## src/rtl/reg_scoreboard_if.sv

```systemverilog
// ID-stage decode bundle in, stall/issue controls and scoreboard status out.
interface reg_scoreboard_if;
    logic        ID_Valid;
    logic [4:0]  ID_rs;
    logic [4:0]  ID_rt;
    logic        ID_UsesRs;
    logic        ID_UsesRt;
    logic        ID_WriteEn;
    logic [4:0]  ID_rDest;
    logic [1:0]  ID_Class;
    logic        Flush;
    logic        Stall_PC;
    logic        Stall_ID;
    logic        Stall_ID_EX;
    logic        Issue;
    logic [31:0] Pending;
    logic [31:0] StallCycles;

    modport master (
        output ID_Valid, ID_rs, ID_rt, ID_UsesRs, ID_UsesRt, ID_WriteEn, ID_rDest, ID_Class, Flush,
        input  Stall_PC, Stall_ID, Stall_ID_EX, Issue, Pending, StallCycles
    );

    modport slave (
        input  ID_Valid, ID_rs, ID_rt, ID_UsesRs, ID_UsesRt, ID_WriteEn, ID_rDest, ID_Class, Flush,
        output Stall_PC, Stall_ID, Stall_ID_EX, Issue, Pending, StallCycles
    );
endinterface

```

## src/rtl/reg_scoreboard.sv

```systemverilog
// Per-register countdown scoreboard for ID: a consumer waits exactly Lat cycles after its producer issues.
// Stall/Issue are combinational from current state; stall holds PC and IF/ID and bubbles ID/EX.
module reg_scoreboard #(
    parameter int unsigned CNT_WIDTH = 3,
    parameter int unsigned ALU_LAT   = 2,
    parameter int unsigned LOAD_LAT  = 2,
    parameter int unsigned MUL_LAT   = 4
) (
    input  logic            Clock,
    input  logic            Reset,
    reg_scoreboard_if.slave sb
);
    localparam int unsigned CNT_MAX = (1 << CNT_WIDTH) - 1;

    if (ALU_LAT > CNT_MAX || LOAD_LAT > CNT_MAX || MUL_LAT > CNT_MAX) begin : g_lat_too_wide
        $error("reg_scoreboard: a latency does not fit in CNT_WIDTH bits");
    end

    localparam logic [CNT_WIDTH-1:0] ALU_L  = CNT_WIDTH'(ALU_LAT);
    localparam logic [CNT_WIDTH-1:0] LOAD_L = CNT_WIDTH'(LOAD_LAT);
    localparam logic [CNT_WIDTH-1:0] MUL_L  = CNT_WIDTH'(MUL_LAT);

    logic [CNT_WIDTH-1:0] cnt_q [1:31];
    logic [CNT_WIDTH-1:0] cnt   [32];
    logic [CNT_WIDTH-1:0] lat;
    logic [31:0]          stall_cycles;
    logic [31:0]          pending;
    logic                 raw_rs, raw_rt, waw, hazard, stall, issue, set_en;

    // Register 0 never holds a busy count, so reads of $0 can never hazard.
    always_comb begin
        cnt[0] = '0;
        for (int r = 1; r < 32; r++) cnt[r] = cnt_q[r];
    end

    always_comb begin
        lat = MUL_L;
        case (sb.ID_Class)
            2'd0:    lat = ALU_L;
            2'd1:    lat = LOAD_L;
            default: lat = MUL_L;
        endcase
    end

    // WAW: an older write still further out than this one would retire after it.
    assign raw_rs = sb.ID_UsesRs  && (sb.ID_rs    != 5'd0) && (cnt[sb.ID_rs] != '0);
    assign raw_rt = sb.ID_UsesRt  && (sb.ID_rt    != 5'd0) && (cnt[sb.ID_rt] != '0);
    assign waw    = sb.ID_WriteEn && (sb.ID_rDest != 5'd0) && (cnt[sb.ID_rDest] > lat);
    assign hazard = raw_rs || raw_rt || waw;

    assign stall  = sb.ID_Valid &&  hazard && !sb.Flush;
    assign issue  = sb.ID_Valid && !hazard && !sb.Flush;
    assign set_en = issue && sb.ID_WriteEn && (sb.ID_rDest != 5'd0);

    always_ff @(posedge Clock or negedge Reset) begin
        if (!Reset) begin
            for (int r = 1; r < 32; r++) cnt_q[r] <= '0;
            stall_cycles <= '0;
        end else begin
            for (int r = 1; r < 32; r++) begin
                if (set_en && (sb.ID_rDest == 5'(r))) begin
                    cnt_q[r] <= lat;
                end else if (cnt_q[r] != '0) begin
                    cnt_q[r] <= cnt_q[r] - CNT_WIDTH'(1);
                end
            end
            if (stall) stall_cycles <= stall_cycles + 32'd1;
        end
    end

    always_comb begin
        pending = '0;
        for (int r = 0; r < 32; r++) pending[r] = (cnt[r] != '0);
    end

    assign sb.Stall_PC    = stall;
    assign sb.Stall_ID    = stall;
    assign sb.Stall_ID_EX = stall;
    assign sb.Issue       = issue;
    assign sb.Pending     = pending;
    assign sb.StallCycles = stall_cycles;
endmodule

```

## src/flat_wrapper.sv

```systemverilog
// flat-port wrapper written by rule: the top's interface ports become plain ports
module reg_scoreboard_flat 
#(
    parameter int unsigned CNT_WIDTH = 3,
    parameter int unsigned ALU_LAT   = 2,
    parameter int unsigned LOAD_LAT  = 2,
    parameter int unsigned MUL_LAT   = 4
)
  (Clock, Reset, sb_ID_Valid, sb_ID_rs, sb_ID_rt, sb_ID_UsesRs, sb_ID_UsesRt, sb_ID_WriteEn, sb_ID_rDest, sb_ID_Class, sb_Flush, sb_Stall_PC, sb_Stall_ID, sb_Stall_ID_EX, sb_Issue, sb_Pending, sb_StallCycles);
  reg_scoreboard_if sb_i ();
  input  logic Clock;
  input  logic Reset;
  input wire logic [$bits(sb_i.ID_Valid)-1:0] sb_ID_Valid;
  input wire logic [$bits(sb_i.ID_rs)-1:0] sb_ID_rs;
  input wire logic [$bits(sb_i.ID_rt)-1:0] sb_ID_rt;
  input wire logic [$bits(sb_i.ID_UsesRs)-1:0] sb_ID_UsesRs;
  input wire logic [$bits(sb_i.ID_UsesRt)-1:0] sb_ID_UsesRt;
  input wire logic [$bits(sb_i.ID_WriteEn)-1:0] sb_ID_WriteEn;
  input wire logic [$bits(sb_i.ID_rDest)-1:0] sb_ID_rDest;
  input wire logic [$bits(sb_i.ID_Class)-1:0] sb_ID_Class;
  input wire logic [$bits(sb_i.Flush)-1:0] sb_Flush;
  output wire logic [$bits(sb_i.Stall_PC)-1:0] sb_Stall_PC;
  output wire logic [$bits(sb_i.Stall_ID)-1:0] sb_Stall_ID;
  output wire logic [$bits(sb_i.Stall_ID_EX)-1:0] sb_Stall_ID_EX;
  output wire logic [$bits(sb_i.Issue)-1:0] sb_Issue;
  output wire logic [$bits(sb_i.Pending)-1:0] sb_Pending;
  output wire logic [$bits(sb_i.StallCycles)-1:0] sb_StallCycles;
  assign sb_i.ID_Valid = sb_ID_Valid;
  assign sb_i.ID_rs = sb_ID_rs;
  assign sb_i.ID_rt = sb_ID_rt;
  assign sb_i.ID_UsesRs = sb_ID_UsesRs;
  assign sb_i.ID_UsesRt = sb_ID_UsesRt;
  assign sb_i.ID_WriteEn = sb_ID_WriteEn;
  assign sb_i.ID_rDest = sb_ID_rDest;
  assign sb_i.ID_Class = sb_ID_Class;
  assign sb_i.Flush = sb_Flush;
  assign sb_Stall_PC = sb_i.Stall_PC;
  assign sb_Stall_ID = sb_i.Stall_ID;
  assign sb_Stall_ID_EX = sb_i.Stall_ID_EX;
  assign sb_Issue = sb_i.Issue;
  assign sb_Pending = sb_i.Pending;
  assign sb_StallCycles = sb_i.StallCycles;
  reg_scoreboard #(.CNT_WIDTH(CNT_WIDTH), .ALU_LAT(ALU_LAT), .LOAD_LAT(LOAD_LAT), .MUL_LAT(MUL_LAT)) u_core (.Clock(Clock), .Reset(Reset), .sb(sb_i));
endmodule
```

## config.mk

```make
export PLATFORM = sky130hd
export DESIGN_NAME = reg_scoreboard_flat
export DESIGN_NICKNAME = d
export VERILOG_FILES = /design/src/rtl/reg_scoreboard_if.sv /design/src/rtl/reg_scoreboard.sv /design/src/flat_wrapper.sv
export SDC_FILE = /design/constraint.sdc
export NUM_CORES = 1
export LEC_CHECK = 0
export CORE_UTILIZATION = 37
export DETAILED_ROUTE_END_ITERATION = 12
export GPL_TIMING_DRIVEN = 0
export PLACE_DENSITY_LB_ADDON = 0.12
export SYNTH_ARGS = -nofsm -noshare
export SYNTH_HDL_FRONTEND = slang
export SYNTH_SLANG_ARGS = --single-unit
export TNS_END_PERCENT = 10
```

## constraint.sdc

```tcl
create_clock -name Clock -period 18.8 [get_ports Clock]
set_input_delay 3.76 -clock Clock [delete_from_list [all_inputs] [get_ports Clock]]
set_output_delay 3.76 -clock Clock [all_outputs]
set_load 0.02 [all_outputs]
```

==> results.toml, run 1 <==
[outcome]
outcome = "completed"

[clock_network]
htreeDepth = 4
cts-root-buf = "clkbuf_16"
cts_resized = 0
cts-buffers-inserted = 17
cts_hold_buffers = 0
cts_sinks = 125
clock_latency_ns = 0.44
cts_tree = "yes"
clk_pin_slew_worst_paths_ns = 0.07
post_cts_buffers = 0
clock_path_buffers = 2

[power]
irDropWorstVdd_mv = 0.0694
p_sw_uw = 706
switching_share_pct = 42.9
pwr_density_cell_mw_per_mm2 = 151
pwr-share-seq_pct = 32.8
power_uw = 1650
comb_power_share_pct = 46.6
clock_power_share_pct = 20.6
p_int_uw = 941
p_leak_uw = 0.00447

[finish]
syn_to_final_growth_pct = 20.2
finalInstanceArea_mm2 = 0.0109
antennaDiodeCount = 0
finalNonFillerCells = 1335
drive_above_1_share_pct = 11.0
postLayoutCoreUtil_pct = 45.9
nets = 1092
fillers = 2283

[synthesis]
synth_flop_cell = "dfrtp_1"
syn_nets = 991
synthAdderAreaFrac_pct = 8.97
synthXorXnorAreaFrac_pct = 5.99
seq_area_frac_synth_pct = 34.5
synth_compound_area_share_pct = 6.22
synth_simple_gate_area_share_pct = 21.7
synthCells = 902
syn_area_per_cell_um2 = 10.1
ys_ff_latch = 125
synthArstFlopShare_pct = 100
synth.distinct_cells = 55
synth_top_family_by_area = "simple AND/OR/NAND/NOR gates"
yosys_warnings = 0
synth_mux_area_share_pct = 17.7
synth-edff-count = 0
syn_area_mm2 = 0.00907

[die]
dieArea_mm2 = 0.0251
fp.dieH_um = 159
die_w_um = 159
initial_utilization_pct = 38.2
core-area_mm2 = 0.0238
row_count = 56
io_pins = 92

[place]
dpl_cell_area_mm2 = 0.0103
gp_congestion = 0.941
portBuffers = 81
dpl.hpwl_mm = 19.8
place_inst = 1303

[timing]
rsz0062_at_grt = "false"
maxSlewHeadroom_pct = 18.8
final.setup.tns_ns = 0
fin_crit_sh_pct = 71.2
hold_viol_final = 0
fmax_mhz = 74.7
fin_skew_ns = 0.0159
maxSlewViolCount = 0
setup_violations = 0
period_needed_ns = 13.39
worstMarginPinSlew_ns = 1.22

[worst_setup_path]
endpoint_kind = "primary output"
crit_type = "input port to primary output"
crit_path_max_fanout = 10
startpoint_type = "input port"
worst_ep_required_time_ns = 15.04
worstPathArrival_ns = 9.63

[grt]
grt_antenna_before_repair = 1
grt_pass1_wl_mm = 40.4
overflow = 0
grt_pass1_vias = 6997
grt_usage_pct = 21.9
grt_max_degree = 66

[detailed_routing]
first_iter_violations = 449
firstDrtPassIters = 5
avgViaCountPerCell = 5.35
vias = 7148
ant_nets = 0
drc = 0
wl_per_cell_um = 19.6
wirelength_mm = 26.1

[hold_path]
hold_class = "flop to flop"

[run]
maxCapViolations = 0
-- cells in the final DEF (no fill, tap or decap), drive strengths merged, types with 2 or more instances in the layout --
cell / netlist / final
dfrtp: 125 / 125
mux2i: 96 / 96
inv: 72 / 82
clkdlybuf4s50: 0 / 80
nor2: 73 / 73
ha: 65 / 65
xnor2: 61 / 61
nand2: 56 / 56
clkbuf: 25 / 42
nor4: 42 / 42
o21ai: 37 / 37
nand2b: 36 / 36
nor3: 36 / 36
mux4: 26 / 26
nand3: 24 / 24
buf: 17 / 19
and3: 13 / 13
nand4: 13 / 13
a21oi: 12 / 12
a211oi: 12 / 12
a2111oi: 10 / 10
or3: 5 / 5
mux2: 5 / 5
nor2b: 4 / 4
or2: 3 / 3
a31oi: 3 / 3
and2: 3 / 3
and4: 3 / 3
a22oi: 2 / 2
nand3b: 2 / 2
or4: 2 / 2
o211ai: 2 / 2
nand4b: 2 / 2
clkinvlp: 0 / 2
clkinv: 0 / 2
-- final timing paths --
kind                                                start                        end  slack [ns]  depth (start not counted)
worst max-delay path                       sb_ID_rDest[1]                   sb_Issue        5.41                         20
worst min-delay path            u_core.sb.StallCycles[31]  u_core.sb.StallCycles[31]        0.49                          1
worst max register to register             u_core.cnt[71]  u_core.sb.StallCycles[28]       14.42                         17
worst min register to register  u_core.sb.StallCycles[31]  u_core.sb.StallCycles[31]        0.49                          1
max in group asynchronous                           Reset  u_core.sb.StallCycles[27]       14.76                          2
min in group asynchronous                           Reset             u_core.cnt[35]        3.30                          1
-- synth_stat cells, types with 7 or more instances --
master | instances | area share (%)
a211oi_1 | 12 | 0.99
ha_1 | 65 | 9.0
buf_2 | 7 | 0.39
nor3_1 | 27 | 1.5
nand4_1 | 13 | 0.90
nor3_2 | 9 | 0.99
a21oi_1 | 12 | 0.66
a2111oi_0 | 9 | 0.87
nand3_1 | 24 | 1.3
clkbuf_1 | 25 | 1.0
o21ai_0 | 35 | 1.9
dfrtp_1 | 125 | 34
nor4_1 | 21 | 1.4
mux4_2 | 26 | 6.5
mux2i_1 | 96 | 11
nor2_1 | 73 | 3.0
nand2_1 | 56 | 2.3
inv_1 | 72 | 3.0
xnor2_1 | 61 | 5.9
nand2b_1 | 36 | 2.5
and3_1 | 13 | 0.90
nor4_4 | 17 | 4.0
-- metal layers --
layer | track usage (%) | routed length (um)
met1 | 29.8 | 12200
met2 | 34.5 | 12000
met5 | 0 | 0
met4 | 6.87 | 527
met3 | 4.90 | 1380
-- power by group through the flow --
stage               Combinational, uW  Sequential [uW]  Clock (uW)
finish                            767              540         340
global route                      863              559         361
CTS                               775              538         347
detailed placement                769              541           0
global placement                  752              541           0
floorplan                         573              490           0
-- worst max-delay path, cell delays in order --
cell	delay, ns
clkbuf_1	0.56
clkbuf_1	0.53
buf_1	0.71
mux4_2	0.42
nor2_1	0.10
a21oi_1	0.07
nand2_1	0.13
o21ai_0	0.10
a211oi_1	0.31
a21oi_1	0.08
ha_1	0.33
nand2_1	0.09
a211oi_1	0.05
a311oi_1	0.46
a2111oi_2	0.14
o21ai_2	0.27
buf_2	0.41
clkbuf_1	0.42
nor2_1	0.12
clkdlybuf4s50_1	0.56
-- kinds of logic after synthesis --
kind of cell,after synthesis
AND/OR/NAND/NOR,321
other,1
XOR/XNOR,62
buffers and inverters,114
flip-flops,125
multiplexers,127
adder cells (fa/ha/maj),65
AO/OA/AOI/OAI,87
-- flip-flops by register name, summed over array words and instances (netlist names) --
name	cells
u_core.cnt	93
u_core.sb.StallCycles	32
-- metrics by stage --
stage               hold slack [ns]  setup slack, ns
detailed placement            0.475             5.50
floorplan                     0.540             7.36
global route                  0.507             5.09
global placement              0.471             5.47
finish                        0.486             5.41
CTS                           0.490             5.49
-- cell type report --
class	count	area (um^2)	area share, %
Clock buffer	17	425	3.90
Timing Repair Buffer	82	840	7.70
Clock inverter	15	170	1.56
Buffer	42	181	1.66
Multi-Input combinational cell	663	5490	50.4
Inverter	72	270	2.48
Tap cell	319	399	3.66
Sequential cell	125	3130	28.7
(Power assumes the default switching activity.)
==> inputs of run 2 (changes only) <==
- clock period: 18.8 -> 12.4 ns (I/O delays scaled with it)
==> results of run 2 <==
The final DEF is identical to that of run 1. Status: completed.
Main changes from that run: setup slack after placement 5.50 ns -> 1.66 ns; setup slack after layout 5.41 ns -> 1.57 ns; register-to-register setup slack 14.42 ns -> 8.02 ns; total power 1650 uW -> 2500 uW; worst IR drop on VDD 0.0694 mV -> 0.105 mV
==> inputs of run 3 (changes only) <==
- ABC_CLOCK_PERIOD_IN_PS: not set -> 12400
==> results of run 3 <==
The final DEF is identical to that of run 1. Status: completed.
Main changes from that run: setup slack after placement 5.50 ns -> 1.66 ns; setup slack after layout 5.41 ns -> 1.57 ns; register-to-register setup slack 14.42 ns -> 8.02 ns; total power 1650 uW -> 2500 uW; worst IR drop on VDD 0.0694 mV -> 0.105 mV
